[src/rtl/ifft_butterfly_pipe_pkg.sv]
// Shared types, widths and saturation helpers for the inverse-FFT butterfly.
package ifft_pkg;

  localparam int unsigned DATA_W  = 12;
  localparam int unsigned TW_W    = 12;
  localparam int unsigned TW_FRAC = 10;

  localparam int unsigned PROD_W = DATA_W + TW_W;  // one twiddle*data product
  localparam int unsigned SUM_W  = PROD_W + 1;     // sum of two products
  localparam int unsigned P_W    = DATA_W + 1;     // scaled conj(W)*B half
  localparam int unsigned S_W    = DATA_W + 2;     // A +/- P before halving

  localparam int P_MAX = (1 << (P_W - 1)) - 1;
  localparam int P_MIN = -(1 << (P_W - 1));
  localparam int D_MAX = (1 << (DATA_W - 1)) - 1;
  localparam int D_MIN = -(1 << (DATA_W - 1));

  typedef struct packed {
    logic signed [DATA_W-1:0] re;
    logic signed [DATA_W-1:0] im;
  } cplx_t;

  typedef struct packed {
    logic                  clip;
    logic signed [P_W-1:0] val;
  } sat13_t;

  typedef struct packed {
    logic                     clip;
    logic signed [DATA_W-1:0] val;
  } sat12_t;

  // Clamp a shifted product sum into the 13-bit intermediate range.
  function automatic sat13_t sat13(input logic signed [SUM_W-1:0] x);
    sat13_t r;
    r.clip = 1'b1;
    if (x > SUM_W'(P_MAX))      r.val = P_W'(P_MAX);
    else if (x < SUM_W'(P_MIN)) r.val = P_W'(P_MIN);
    else begin
      r.val  = x[P_W-1:0];
      r.clip = 1'b0;
    end
    return r;
  endfunction

  // Clamp a halved butterfly result into the 12-bit output range.
  function automatic sat12_t sat12(input logic signed [S_W-1:0] x);
    sat12_t r;
    r.clip = 1'b1;
    if (x > S_W'(D_MAX))      r.val = DATA_W'(D_MAX);
    else if (x < S_W'(D_MIN)) r.val = DATA_W'(D_MIN);
    else begin
      r.val  = x[DATA_W-1:0];
      r.clip = 1'b0;
    end
    return r;
  endfunction

endpackage

[src/rtl/ifft_butterfly_pipe_if.sv]
// Valid/ready stream bundle carrying butterfly operands in and results out.
interface ifft_butterfly_pipe_if;
  import ifft_pkg::*;

  logic  in_valid;
  logic  in_ready;
  cplx_t in_a;
  cplx_t in_b;
  cplx_t in_w;
  logic  out_valid;
  logic  out_ready;
  cplx_t out_y0;
  cplx_t out_y1;

  modport master (
    output in_valid, in_a, in_b, in_w, out_ready,
    input  in_ready, out_valid, out_y0, out_y1
  );

  modport slave (
    input  in_valid, in_a, in_b, in_w, out_ready,
    output in_ready, out_valid, out_y0, out_y1
  );

endinterface

[src/rtl/ifft_butterfly_pipe_cmul_conj.sv]
// conj(W)*B: registered products (stage 1), then scale and saturate (stage 2).
// IFFT_BF_ROUND_EN adds a half-LSB before the Q1.10 scaling shift.
module cmul_conj
  import ifft_pkg::*;
(
  input  logic                  clk,
  input  logic                  reset_n,
  input  logic                  adv,
  input  cplx_t                 b,
  input  cplx_t                 w,
  output logic signed [P_W-1:0] p_re,
  output logic signed [P_W-1:0] p_im,
  output logic                  clip_c
);

  logic signed [PROD_W-1:0] m_rr, m_ii, m_ri, m_ir;
  logic signed [SUM_W-1:0]  sum_re, sum_im;
  sat13_t                   sat_re, sat_im;

  // Stage 1: the four partial products.
  always_ff @(posedge clk or negedge reset_n) begin
    if (!reset_n) begin
      m_rr <= '0;
      m_ii <= '0;
      m_ri <= '0;
      m_ir <= '0;
    end else if (adv) begin
      m_rr <= PROD_W'(w.re) * PROD_W'(b.re);
      m_ii <= PROD_W'(w.im) * PROD_W'(b.im);
      m_ri <= PROD_W'(w.re) * PROD_W'(b.im);
      m_ir <= PROD_W'(w.im) * PROD_W'(b.re);
    end
  end

  // Combine products for the conjugated twiddle, scale and saturate.
  always_comb begin
`ifdef IFFT_BF_ROUND_EN
    sum_re = SUM_W'(m_rr) + SUM_W'(m_ii) + SUM_W'(1 << (TW_FRAC - 1));
    sum_im = SUM_W'(m_ri) - SUM_W'(m_ir) + SUM_W'(1 << (TW_FRAC - 1));
`else
    sum_re = SUM_W'(m_rr) + SUM_W'(m_ii);
    sum_im = SUM_W'(m_ri) - SUM_W'(m_ir);
`endif
    sat_re = sat13(sum_re >>> TW_FRAC);
    sat_im = sat13(sum_im >>> TW_FRAC);
    clip_c = sat_re.clip | sat_im.clip;
  end

  // Stage 2: register the scaled product.
  always_ff @(posedge clk or negedge reset_n) begin
    if (!reset_n) begin
      p_re <= '0;
      p_im <= '0;
    end else if (adv) begin
      p_re <= sat_re.val;
      p_im <= sat_im.val;
    end
  end

endmodule

[src/rtl/ifft_butterfly_pipe.sv]
// Pipelined radix-2 inverse-FFT butterfly: y0/y1 = (A +/- conj(W)*B) / 2.
// Three rigid stages with a full-pipeline stall; sticky saturation flag.
// IFFT_BF_ROUND_EN selects round-half-up instead of truncation.
module ifft_butterfly_pipe
  import ifft_pkg::*;
(
  input  logic                  clk,
  input  logic                  reset_n,
  ifft_butterfly_pipe_if.slave  bus,
  output logic                  ovf_flag,
  input  logic                  ovf_clr
);

  logic                  adv_c;
  logic                  v1, v2;
  cplx_t                 a1, a2;
  logic signed [P_W-1:0] p_re, p_im;
  logic                  clip2_c, clip3_c;
  logic signed [S_W-1:0] s0_re, s0_im, s1_re, s1_im;
  sat12_t                y0_re, y0_im, y1_re, y1_im;

  // Whole pipeline moves only when the output slot is free or being taken.
  assign adv_c       = !bus.out_valid || bus.out_ready;
  assign bus.in_ready = adv_c;

  // Stage valids and the A delay line alongside the multiplier.
  always_ff @(posedge clk or negedge reset_n) begin
    if (!reset_n) begin
      v1 <= 1'b0;
      v2 <= 1'b0;
      a1 <= '0;
      a2 <= '0;
    end else if (adv_c) begin
      v1 <= bus.in_valid;
      v2 <= v1;
      a1 <= bus.in_a;
      a2 <= a1;
    end
  end

  cmul_conj u_cmul (
    .clk     (clk),
    .reset_n (reset_n),
    .adv     (adv_c),
    .b       (bus.in_b),
    .w       (bus.in_w),
    .p_re    (p_re),
    .p_im    (p_im),
    .clip_c  (clip2_c)
  );

  // Stage 3 arithmetic: add/sub, halve, saturate.
  always_comb begin
`ifdef IFFT_BF_ROUND_EN
    s0_re = S_W'(a2.re) + S_W'(p_re) + S_W'(1);
    s0_im = S_W'(a2.im) + S_W'(p_im) + S_W'(1);
    s1_re = S_W'(a2.re) - S_W'(p_re) + S_W'(1);
    s1_im = S_W'(a2.im) - S_W'(p_im) + S_W'(1);
`else
    s0_re = S_W'(a2.re) + S_W'(p_re);
    s0_im = S_W'(a2.im) + S_W'(p_im);
    s1_re = S_W'(a2.re) - S_W'(p_re);
    s1_im = S_W'(a2.im) - S_W'(p_im);
`endif
    y0_re   = sat12(s0_re >>> 1);
    y0_im   = sat12(s0_im >>> 1);
    y1_re   = sat12(s1_re >>> 1);
    y1_im   = sat12(s1_im >>> 1);
    clip3_c = y0_re.clip | y0_im.clip | y1_re.clip | y1_im.clip;
  end

  // Output register; holds while downstream stalls.
  always_ff @(posedge clk or negedge reset_n) begin
    if (!reset_n) begin
      bus.out_valid <= 1'b0;
      bus.out_y0    <= '0;
      bus.out_y1    <= '0;
    end else if (adv_c) begin
      bus.out_valid <= v2;
      bus.out_y0    <= {y0_re.val, y0_im.val};
      bus.out_y1    <= {y1_re.val, y1_im.val};
    end
  end

  // Sticky overflow: a clip on an advancing valid stage beats a clear.
  always_ff @(posedge clk or negedge reset_n) begin
    if (!reset_n) begin
      ovf_flag <= 1'b0;
    end else begin
      ovf_flag <= (ovf_flag && !ovf_clr)
                || (adv_c && v1 && clip2_c)
                || (adv_c && v2 && clip3_c);
    end
  end

endmodule

[src/flat_wrapper.sv]
// flat-port wrapper written by rule: the top's interface ports become plain ports
module ifft_butterfly_pipe_flat import ifft_pkg::*;
  (clk, reset_n, ovf_flag, ovf_clr, bus_in_valid, bus_in_a, bus_in_b, bus_in_w, bus_out_ready, bus_in_ready, bus_out_valid, bus_out_y0, bus_out_y1);
  ifft_butterfly_pipe_if bus_i ();
  input  logic clk;
  input  logic reset_n;
  output logic ovf_flag;
  input  logic ovf_clr;
  input wire logic [$bits(bus_i.in_valid)-1:0] bus_in_valid;
  input wire logic [$bits(bus_i.in_a)-1:0] bus_in_a;
  input wire logic [$bits(bus_i.in_b)-1:0] bus_in_b;
  input wire logic [$bits(bus_i.in_w)-1:0] bus_in_w;
  input wire logic [$bits(bus_i.out_ready)-1:0] bus_out_ready;
  output wire logic [$bits(bus_i.in_ready)-1:0] bus_in_ready;
  output wire logic [$bits(bus_i.out_valid)-1:0] bus_out_valid;
  output wire logic [$bits(bus_i.out_y0)-1:0] bus_out_y0;
  output wire logic [$bits(bus_i.out_y1)-1:0] bus_out_y1;
  assign bus_i.in_valid = bus_in_valid;
  assign bus_i.in_a = bus_in_a;
  assign bus_i.in_b = bus_in_b;
  assign bus_i.in_w = bus_in_w;
  assign bus_i.out_ready = bus_out_ready;
  assign bus_in_ready = bus_i.in_ready;
  assign bus_out_valid = bus_i.out_valid;
  assign bus_out_y0 = bus_i.out_y0;
  assign bus_out_y1 = bus_i.out_y1;
  ifft_butterfly_pipe u_core (.clk(clk), .reset_n(reset_n), .bus(bus_i), .ovf_flag(ovf_flag), .ovf_clr(ovf_clr));
endmodule
[config.mk]
export PLATFORM = sky130hd
export DESIGN_NAME = ifft_butterfly_pipe_flat
export DESIGN_NICKNAME = d
export VERILOG_FILES = /design/src/rtl/ifft_butterfly_pipe_pkg.sv /design/src/rtl/ifft_butterfly_pipe_if.sv /design/src/rtl/ifft_butterfly_pipe_cmul_conj.sv /design/src/rtl/ifft_butterfly_pipe.sv /design/src/flat_wrapper.sv
export SDC_FILE = /design/constraint.sdc
export NUM_CORES = 2
export LEC_CHECK = 0
export BUFFER_PORTS_ARGS = -buffer_cell sky130_fd_sc_hd__buf_4
export CORE_UTILIZATION = 31
export DETAILED_ROUTE_END_ITERATION = 8
export PLACE_DENSITY = 0.49
export SETUP_SLACK_MARGIN = 0.05
export SLEW_MARGIN = 0
export SYNTH_ARGS = -nofsm -noshare
export SYNTH_HDL_FRONTEND = slang
export SYNTH_SLANG_ARGS = --single-unit
[constraint.sdc]
create_clock -name clk -period 3.62 [get_ports clk]
set_clock_uncertainty 0.15 [all_clocks]
set_input_delay 0.181 -clock clk [delete_from_list [all_inputs] [get_ports clk]]
set_output_delay 0.181 -clock clk [all_outputs]
set_load 0.02 [all_outputs]
* Word-level counts from Yosys, hierarchy flattened *
Cells that the tools add are included.

cells by class
  bitwise logic cells = 4
  magnitude comparators = 12
  multipliers = 4
  equality and inequality tests = 0
  shift-type cells = 0
  reduce and logical (&&, ||, !) cells = 10
  div/mod/pow operators = 0
  add/subtract/negate cells = 6
  mux-type cells = 24

operators with widths
  cell                                                                                number
  12-bit by 12-bit multiplier with 24-bit output                                      4
  12-bit two-way mux                                                                  8
  13-bit by 12-bit greater-than comparator with 1-bit output (second input constant)  4
  13-bit by 12-bit < comparator with 1-bit output (second input constant)             4
  13-bit two-way mux                                                                  4
  15-bit by 13-bit greater-than comparator with 1-bit output (second input constant)  2
  15-bit by 13-bit < comparator with 1-bit output (second input constant)             2
  12-bit by 13-bit adder with 14-bit output                                           2
  12-bit by 13-bit subtractor with 14-bit output                                      2
  24-bit by 24-bit adder with 25-bit output                                           1
  24-bit by 24-bit subtractor with 25-bit output                                      1
  1-bit two-way mux                                                                   12
  1-bit logical AND                                                                   5
  1-bit OR                                                                            4
  1-bit logical OR                                                                    3
  1-bit logical NOT                                                                   2

word-level totals
  register bits = 222
  ROM bits = 0
  logic and storage cells = 78
  bits in latches = 0
  memories kept = 0
  memory bits (writable) = 0

* Longest topological paths before layout *
  depth in word-level cells = 9
  gate-level depth with buffers = 23
  depth with buffers taken out = 22

* Cells and area by module *
Synthesis repeated with hierarchy kept, for this count alone.

unflattened totals
  cells, all modules = 3857
  area, all modules = 34511.8 um^2

modules (own cells, without submodules)
  module               seq. area each (um^2)  cells an instance  area an instance (um^2)  times used
  cmul_conj            3052.9                 3049               27760.4                  1
  ifft_butterfly_pipe  2502.4                 808                6751.5                   1

* Worst setup path before layout *
Ideal clock, no wire load.

  kind = input to register
  start = input port bus_in_b[12]
  end = register u_core.u_cmul.m_ir[21]
  arrival time = 5.015 ns
  library setup time = 0.133 ns
  cell stages on the path = 21
  data required time = 3.337 ns
  path slack = -1.678 ns
  cell sequence = clkbuf_1 > nand2_1 > inv_1 > fa_1 > inv_1 > fa_1 > fa_1 > inv_1 > fa_1 > inv_1 > fa_1 > inv_1 > ha_1 > a211oi_1 > nand2_1 > a31oi_1 > o211ai_1 > a311o_1 > a21oi_1 > xor2_1 > o21ai_0

between the ends
  longest elaborated chain between the ends = 1

RTL lines
  what                                            line                                 text
  from (decl)                                     flat_wrapper.sv:11                   input wire logic [$bits(bus_i.in_b)-1:0] bus_in_b;
  12-bit by 12-bit multiplier with 24-bit output  ifft_butterfly_pipe_cmul_conj.sv:31  m_ir <= PROD_W'(w.im) * PROD_W'(b.re);
  to (signal assigned)                            ifft_butterfly_pipe_cmul_conj.sv:31
  to (decl)                                       ifft_butterfly_pipe_cmul_conj.sv:16  logic signed [PROD_W-1:0] m_rr, m_ii, m_ri, m_ir;

No other way between the ends.
A chain may end at the register's enable or synchronous reset.

* Final worst setup path *
  start = input port bus_in_b[14]
  end = register u_core.u_cmul.m_ir[21]

Same word-level chain as after synthesis.

==> results.sh <==
export IMPL_fmax_ghz=0.212
export IMPL_worstMarginPinSlew_ns=0.904
export IMPL_drt_pass1_iter_count=5
export IMPL_maxCapViolations=0
export IMPL_io_pins=128
export IMPL_fin_tns_setup_ns=-39.75
export IMPL_gp_congestion=0.857
export IMPL_cts_root_buffer="clkbuf_16"
export IMPL_drc=0
export IMPL_drt_vias_per_instance=4.54
export IMPL_arrival_ns=4.97
export IMPL_async_flop_share_pct=100
export IMPL_ys_warn_count=0
export IMPL_clkTransAtPathRegs_ns=0.06
export IMPL_routedWlPerCell_um=17.4
export IMPL_overflow=0
export IMPL_initialDrtViolationCount=1270
export IMPL_final_nets=5319
export IMPL_antenna_found_initial=0
export IMPL_cts_sinks=222
export IMPL_worst_path_largest_cell_delay_ns=0.53
export IMPL_die_h_um=331
export IMPL_cts_tree="built"
export IMPL_rsz0062_at_grt="yes"
export IMPL_port_buffers=127
export IMPL_dieArea_mm2=0.110
export IMPL_final_cell_mix="inv_1 (679), nand2_1 (600), fa_1 (532)"
export IMPL_crit_path_frequent_cell="fa_1"
export IMPL_end_kind="flip-flop"
export IMPL_fin_ws_ns=-1.09
export IMPL_crit_slowest_cell="fa_1"
export IMPL_die_w_um=331
export IMPL_cts_buffers=29
export IMPL_row_count=120
export IMPL_ys_flop_type="dfrtp_1"
export IMPL_totalWireLength_um=101000
export IMPL_clk_latency_ns=0.56
export IMPL_ant_nets=0
export IMPL_layout_min_cycle_time_ns=4.71
export IMPL_required_ns=3.88
export IMPL_num_vias=26400
export IMPL_hpwl_um=78700
export IMPL_synthCells=3811
export IMPL_ys_types=69
export IMPL_finalSetupViolations=57
export IMPL_syn_area_per_cell_um2=8.82
export IMPL_run_status="complete, but fails checks"
export IMPL_nFillCells=10800
export IMPL_initial_utilization_pct=31.3
export IMPL_n_antenna_cell=0
export IMPL_grt_max_degree=182
export IMPL_violations="negative setup slack"
export IMPL_cp_max_fo=5
export IMPL_hold_path_class="in -> async"
export IMPL_timing_final_crit_share_pct=130
export IMPL_grt_pass1_wl_um=161000
export IMPL_cp_start_kind="input pin"
export IMPL_synth_edf_count=0
export IMPL_synth_yosys_seq_area_share_pct=16.5
export IMPL_syn_nets=4742
export IMPL_clock_path_buffers=3
export IMPL_cts_max_level=1
export IMPL_syn2layout_area_growth_pct=33.3
export IMPL_syn_area_mm2=0.0336
export IMPL_ys_seq_elements=222
export IMPL_relSlewSlack_pct=39.7
export IMPL_crit_type="in -> reg"
export IMPL_grt_pass1_vias=28100
export IMPL_drv_slew=0
export IMPL_core_area_mm2=0.107
export IMPL_finalHoldViolCount=0
export IMPL_crit_chain="buf_16 > and2_4 > fa_1 > inv_1 > fa_1 > fa_1 > inv_2 > fa_1 > inv_1 > fa_1 > inv_2 > ha_4 > a211oi_4 > nand2_1 > a31oi_2 > o211ai_1 > a311o_1 > a21oi_2 > xor2_2 > o21ai_1"
export IMPL_grt_use_total_pct=18.7
export IMPL_drive_gt1_share_pct=25.6
export IMPL_final_common_cell="inv_1"
## layer usage
| metal | vias to the layer above | share of wire, % | global-route usage (%) |
|---|---|---|---|
| met5 | - | 0 | 0 |
| met4 | 0 | 2.2 | 3.93 |
| met3 | 100 | 5.2 | 3.00 |
| met2 | 442 | 46 | 30.6 |
| met1 | 13000 | 46 | 25.9 |
| li1 | 12900 | - | - |
## logic make-up (layout without fill, tap and decap cells)
logic type                 Yosys count  after routing  synth area share, %
and+or+nand+nor                   1197           1197                 15.8
buffers and inverters              900           1499                 10.1
adders and majority gates          861            861                 44.4
AOI/OAI and AO/OA                  471            471                 8.90
DFF                                222            222                 16.5
xor gates and xnor gates           158            158                 4.12
muxes                                2              2               0.0633
## registers in the layout, summed over array words and instances, names as in the netlist, 13 cells and up
name / count
u_core.u_cmul.m_rr: 24
u_core.bus.out_y1: 24
u_core.u_cmul.p_re: 13
u_core.u_cmul.m_ri: 24
u_core.u_cmul.p_im: 13
u_core.a2: 24
u_core.bus.out_y0: 24
u_core.a1: 24
u_core.u_cmul.m_ii: 24
u_core.u_cmul.m_ir: 24
## stage by stage
stage / hold WS, ns / setup WS, ns / instances / utilization [%] / cell area [um^2]
after detailed placement: 0.0820 / -1.83 / 5643 / 37.5 / 40200
final: 0.0603 / -1.09 / 5813 / 41.8 / 44800
after CTS: 0.0266 / -0.999 / 5773 / 40.6 / 43500
after floorplan: -0.265 / -1.26 / 3811 / - / 35100
after global routing: 0.0984 / -1.20 / 5813 / 41.8 / 44800
after global placement: 0.0899 / -1.82 / 5643 / 37.5 / 40200
## path summary, 6_finish.rpt
kind / start / endpoint / slack [ns] / cells after the start
setup / recovery: bus_in_b[14] / u_core.u_cmul.m_ir[21] / -1.09 / 20
hold / removal: reset_n / u_core.bus.out_y1[3] / 0.06 / 2
setup reg to reg: u_core.a2[0] / u_core.ovf_flag / 0.24 / 13
hold reg to reg: u_core.a1[11] / u_core.a1[11] / 0.32 / 2
max in group asynchronous: reset_n / u_core.u_cmul.m_ii[14] / 2.36 / 3
min in group clk: bus_in_w[0] / u_core.u_cmul.m_ii[1] / 0.09 / 5
## what timing repair did
action,in CTS,in global routing
hold endpoints to repair,156,1
cloned,10,6
pin swaps,117,164
setup endpoints to repair,73,98
resized for setup,305,193
hold buffers,33,1
setup buffers,37,39
## Yosys cell counts (all sizes together) (19+ instances only)
master	instances	area share, %
a211oi	31	0.72
a21o	40	0.89
a21oi	180	2.7
a31oi	29	0.54
and2	176	3.3
clkbuf	149	1.7
dfrtp	222	17
fa	556	33
ha	298	11
inv	736	8.2
nand2	658	7.4
nand2b	47	0.88
nand3	26	0.39
nor2	194	2.2
nor3	34	0.52
o21a	19	0.42
o21ai	74	1.1
xnor2	100	2.6
xor2	58	1.5
## critical path: cells and delay by family
kind	cells	cell delay [ns]
AO/OA/AOI/OAI	6	1.25
buffers and inverters	5	0.32
AND/OR/NAND/NOR	2	0.25
XOR/XNOR	1	0.20
adder cells (fa/ha/maj)	6	2.77
## layout make-up
type,count,area (um^2),area share (%)
Clock buffer,36,802,1.79
Clock inverter,17,185,0.413
Inverter,738,2800,6.24
Multi-Input combinational cell,2689,26700,59.6
Sequential cell,222,5560,12.4
Tap cell,1403,1760,3.92
Timing Repair Buffer,708,6990,15.6
Power is left out: the tool's default activity adds up to more than one toggle a clock period on the data nets, which glitch-free logic cannot reach.
